--- config.mk ---
export PLATFORM = sky130hd
export DESIGN_NAME = pwr_subckt_eval_pipe
export DESIGN_NICKNAME = d
export VERILOG_FILES = /design/src/rtl/pwr_subckt_eval_pipe.sv
export SDC_FILE = /design/constraint.sdc
export NUM_CORES = 1
export LEC_CHECK = 0
export BUFFER_PORTS_ARGS = -buffer_cell sky130_fd_sc_hd__buf_2
export CAP_MARGIN = 10
export CORE_MARGIN = 2
export CORE_UTILIZATION = 29
export CTS_BUF_LIST = sky130_fd_sc_hd__clkbuf_4 sky130_fd_sc_hd__clkbuf_8 sky130_fd_sc_hd__clkbuf_16
export CTS_CLUSTER_SIZE = 20
export DETAILED_ROUTE_END_ITERATION = 8
export HOLD_SLACK_MARGIN = 0.03
export PLACE_DENSITY = 0.58
export SLEW_MARGIN = 20
export SYNTH_ARGS = -nofsm -noshare
export SYNTH_HDL_FRONTEND = slang
export SYNTH_SLANG_ARGS = --single-unit
--- constraint.sdc ---
create_clock -name clk -period 2.3 [get_ports clk]
set_input_delay 0.23 -clock clk [delete_from_list [all_inputs] [get_ports clk]]
set_output_delay 0.23 -clock clk [all_outputs]
set_load 0.02 [all_outputs]
--- src/rtl/pwr_subckt_eval_pipe.sv ---
// Purpose: per-channel f = (d | (a^c)) & (a | (b & (a^c))) with per-channel saturating output-toggle counters.
// Latency: LATENCY cycles from accept to out_valid when out_ready stays high; throughput 1 sample/cycle.
// Backpressure: elastic valid/ready stages; in_ready is the combinational ready chain back from out_ready.
module pwr_subckt_eval_pipe #(
    parameter int CHANNELS = 4,
    parameter int LATENCY  = 2,
    parameter int CNT_W    = 16
) (
    input  logic                      clk,
    input  logic                      rst,
    input  logic                      in_valid,
    output logic                      in_ready,
    input  logic [4*CHANNELS-1:0]     in_vec,
    output logic                      out_valid,
    input  logic                      out_ready,
    output logic [CHANNELS-1:0]       out_f,
    input  logic                      cnt_clear,
    output logic [CNT_W*CHANNELS-1:0] toggle_cnt,
    output logic [CHANNELS-1:0]       cnt_sat
);

    logic [CHANNELS-1:0]                  f_in;
    logic [LATENCY-1:0]                   take;
    logic [LATENCY-1:0]                   vld_q, vld_d;
    logic [LATENCY-1:0][CHANNELS-1:0]     dat_q, dat_d;
    logic [CHANNELS-1:0][CNT_W-1:0]       cnt_q, cnt_d;
    logic [CHANNELS-1:0]                  prev_q, prev_d;
    logic                                 out_xfer;

    // Evaluate the sub-circuit function for every channel straight from the input sample
    always_comb begin
        f_in = '0;
        for (int i = 0; i < CHANNELS; i++) begin
            f_in[i] = (in_vec[4*i+3] | (in_vec[4*i] ^ in_vec[4*i+2]))
                    & (in_vec[4*i] | (in_vec[4*i+1] & (in_vec[4*i] ^ in_vec[4*i+2])));
        end
    end

    // Ready chain: a stage can take new contents if it is empty or the stage after it can take
    always_comb begin
        logic t;
        take = '0;
        t    = ~vld_q[LATENCY-1] | out_ready;
        take[LATENCY-1] = t;
        for (int k = LATENCY - 2; k >= 0; k--) begin
            t       = ~vld_q[k] | t;
            take[k] = t;
        end
    end

    assign in_ready  = take[0] & ~rst;
    assign out_valid = vld_q[LATENCY-1];
    assign out_f     = dat_q[LATENCY-1];
    assign out_xfer  = out_valid & out_ready;

    // Next-state of the pipeline: bubbles move as invalid, data only loads behind a valid source
    always_comb begin
        vld_d = vld_q;
        dat_d = dat_q;
        if (take[0]) begin
            vld_d[0] = in_valid;
            if (in_valid) begin
                dat_d[0] = f_in;
            end
        end
        for (int k = 1; k < LATENCY; k++) begin
            if (take[k]) begin
                vld_d[k] = vld_q[k-1];
                if (vld_q[k-1]) begin
                    dat_d[k] = dat_q[k-1];
                end
            end
        end
    end

    // Toggle counters: clear wins over a same-cycle transfer; counting stops at all-ones
    always_comb begin
        cnt_d  = cnt_q;
        prev_d = prev_q;
        if (cnt_clear) begin
            cnt_d  = '0;
            prev_d = '0;
        end else if (out_xfer) begin
            for (int i = 0; i < CHANNELS; i++) begin
                if ((out_f[i] != prev_q[i]) && (cnt_q[i] != {CNT_W{1'b1}})) begin
                    cnt_d[i] = cnt_q[i] + CNT_W'(1);
                end
            end
            prev_d = out_f;
        end
    end

    // Saturation flags come straight from the counter values
    always_comb begin
        cnt_sat = '0;
        for (int i = 0; i < CHANNELS; i++) begin
            cnt_sat[i] = &cnt_q[i];
        end
    end

    assign toggle_cnt = cnt_q;

    // State registers; reset discards everything in flight
    always_ff @(posedge clk or posedge rst) begin
        if (rst) begin
            vld_q  <= '0;
            dat_q  <= '0;
            cnt_q  <= '0;
            prev_q <= '0;
        end else begin
            vld_q  <= vld_d;
            dat_q  <= dat_d;
            cnt_q  <= cnt_d;
            prev_q <= prev_d;
        end
    end

endmodule

==> impl_results.md <==
- Post-DP HPWL: about 7200 µm
- Dominant cell type by area after synthesis: dfrtp_1
- Initial DRC count: ~280
- Startpoint types: register
- Grt ovf: 0
- Final ANT Viol Nets: 0
- Vias in the first global route: ~3,400
- Final hold violation count: 0
- TritonRoute pass-1 iters: 4
- Vias per cell: 4.96
- Worst r2r src: toggle_cnt[19]$_DFFE_PP0P_
- GR peak layer: met2
- Area of the multi-input gates: about 2000 µm²
- Row count: 43
- CTS sink cnt: 78
- Die area: 15,000 µm²
- Core area: around 14,000 µm²
- F_max: between 0.4 and 0.5 GHz
- Worst reg2reg path depth: 5
- Most frequent cells after synthesis: dfrtp_1, nor2_1, xnor2_1
- Initial antenna violation count: 0
- Wire per inst: between 10 and 15 µm
- Dominant synthesized flop cell: dfrtp_1
- Fill count: about 1,500
- Worst R2R End: toggle_cnt[27]$_DFFE_PP0P_
- Initial core utilization: around 30%
- Top-count cell post-synth: dfrtp_1
- Slew headroom: a little over 50%
- Maxcap violations: 0
- Crit path required time: 2070 ps
- Clk slew on worst S/H paths: 60 ps
- Ratio of final minimum period to clock period: 91.9%
- Final #Nets: about 550
- Syn avg cell area: about 9.5 µm²
- Max Buffers Root-to-Sink: 2
- Syn nets: between 400 and 500
- R2R Setup Slk: around 290 ps
- Pwr/cell area: 668 nW/µm²
- Ant. Diodes: 0
- Crit-path max FO: 12
- DRC: 0
- GR Layer Usage met3: roughly 2.5%
- Share of post-route cells with drive strength above 1: approximately 26%
- Worst Tran Pin Value: ~740 ps
- Met1 Usage GRT: 18.9%
- Met2 Resource Use GR: 21.7%
- H-tree Lvls: 3
- TritonCTS clock tree: done
- Netlist Area Pre-Place: 4070 µm²
- Io pins: 95
- RSZ-0062 raised after global routing: false
- Post-synth cell types: 39
- Clk_lat worst skew: 330 ps
- Die H: ~120 µm
- P_leak: around 2.2 nW
- Outcome: finished, final reports clean
- Die Wd: 123 µm
- Power after layout: 3.40 mW
- #FFs+latches synth: 78
- CTS buffer count: 9
- Clock skew: approximately 6.3 ps
- Hold crit path type: primary input to asynchronous set/reset pin
- TNS Setup: 0 ps
- Vias: between 3,000 and 4,000
- Port bufs: 94
- Sequential Area: 1950 µm²
- Setup Viol. Count Final: 0
- Global-route wire length before repair: 16,700 µm
- Slowest CP cell: dfrtp_1
- GRT Overall Usage: about 14%
- RePlAce Congestion: just over 0.8
- Critical Path Max Stage Delay: between 400 and 500 ps
- Synth area leaders: dfrtp_1, xnor2_1, nor2_1
- Min Clock Period, post-route: 2110 ps
- EDFF count, synth: 0
- Hold Buf Count CTS: 0
- Post-CTS setup buffer count: 0
- CP delay by family, top: simple AND/OR/NAND/NOR gates
- Max Slew Vio Count: 0
- Crit path kind: register to output port
- Worst-path cell chain: ha_1 -> nand4_1 -> nor4_2 -> buf_4 -> buf_2
- Sequential share of the synthesized area: 47.9%
- CP Buf/Inv Count: 2
- Ys Warns: 0
- Area Overhead vs Synth: 25.2%
- Yosys top cell area share: around 48%
- Post-Route WL: a little over 10,000 µm
- CTS Root Cell: clkbuf_16
- Post-synth ARST share: 100%
- Cells after Synth: 430
- VDD IR max: roughly 340 µV
- CP endpoint kind: output port
- Crit path DAT: about 1900 ps
- Largest net degree at the start of global routing: between 40 and 50
==> registers in the layout, summed over array words and instances (netlist names) <==
name / cells
toggle_cnt: 64
out_f: 4
dat_q: 4
vld_q: 2
prev_q: 4
==> cell type report <==
cell class,instances,area share [%]
clock buffers,14,5.65
clock inverters,2,0.736
inverters,10,0.761
multi-input cells,324,39.3
flip-flops and latches,78,38.3
well taps,180,4.42
repair buffers,103,10.8
==> worst register-to-register path: cells and delay by family, from the launching register on <==
kind / cells / cell delay [ps]
XOR/XNOR: 1 / 170
AND/OR/NAND/NOR: 4 / 1250
flip-flops: 1 / 450
==> power breakdown <==
group / internal (mW) / switching [mW] / total (mW)
Combinational: 0.133 / 0.236 / 0.369
Clock: 0.972 / 0.566 / 1.54
Sequential: 1.43 / 0.0658 / 1.50
==> layout by cell type (no fill, tap or decap), drive strengths merged <==
master,synthesis,routed
nand4,20,20
nor2b,2,2
and2,2,2
o2111ai,1,1
or4b,1,1
nor4b,5,5
nor3b,5,5
mux2,4,4
and3,3,3
dfrtp,78,78
clkinv,0,1
buf,7,103
a21oi,18,18
nor4,27,27
xnor2,52,52
inv,10,9
ha,4,4
nor3,18,18
or3b,1,1
clkbuf,11,14
and4,3,3
a31o,1,1
nand4b,1,1
o21ai,8,8
nand2,35,35
nand2b,8,8
clkinvlp,0,1
nand3,17,17
a21o,4,4
or2,3,3
a31oi,1,1
xor2,6,6
nor2,63,63
or3,5,5
bufinv,0,1
or4,1,1
a311oi,5,5
==> cell families (layout without fill, tap and decap cells) <==
kind of cell             after synthesis  count (layout)  share of synthesized area (%)
AO/OA/AOI/OAI                         38              38                           5.59
XOR/XNOR                              58              58                           12.5
adder cells (fa/ha/maj)                4               4                           1.23
buffers and inverters                 28             129                           3.04
flip-flops                            78              78                           47.9
multiplexers                           4               4                           1.11
AND/OR/NAND/NOR                      220             220                           28.6
==> worst max-delay path by stage <==
stage                               startpoint                          to  slack, ps  depth (start not counted)
finish              toggle_cnt[48]$_DFFE_PP0P_                  cnt_sat[3]        190                          5
global route        toggle_cnt[48]$_DFFE_PP0P_                  cnt_sat[3]         20                          5
CTS                 toggle_cnt[48]$_DFFE_PP0P_                  cnt_sat[3]        130                          5
detailed placement        vld_q[1]$_DFFE_PP0P_   toggle_cnt[9]$_DFFE_PP0P_        320                          5
global placement     toggle_cnt[0]$_DFFE_PP0P_  toggle_cnt[14]$_DFFE_PP0P_        380                          6
floorplan                                  rst        dat_q[0]$_DFFE_PP0P_         70                          1
==> layer usage <==
layer | up-vias | routed length [µm]
met3 | 15 | 413
met1 | 1722 | 4740
met2 | 82 | 4710
li1 | 1711 | -
met4 | 0 | 208
met5 | - | 0
==> metrics by stage <==
step | setup WS, ps | instance area [µm²] | hold WS (ps) | instances | utilization, %
after floorplan | 65.0 | 4070 | 338 | 430 | -
after detailed placement | 322 | 4760 | 405 | 695 | 34.6
after global routing | 18.7 | 5100 | 78.9 | 711 | 37.0
after global placement | 379 | 4760 | 382 | 695 | 34.6
final | 185 | 5100 | 13.0 | 711 | 37.0
after CTS | 131 | 5090 | 34.7 | 711 | 36.9
==> what timing repair did <==
action,4_1_cts,5_1_grt
endpoints found under the hold margin,0,0
gates resized for setup,0,2
setup endpoints to repair,0,2
No activity file was read; power rests on OpenSTA's default activity.
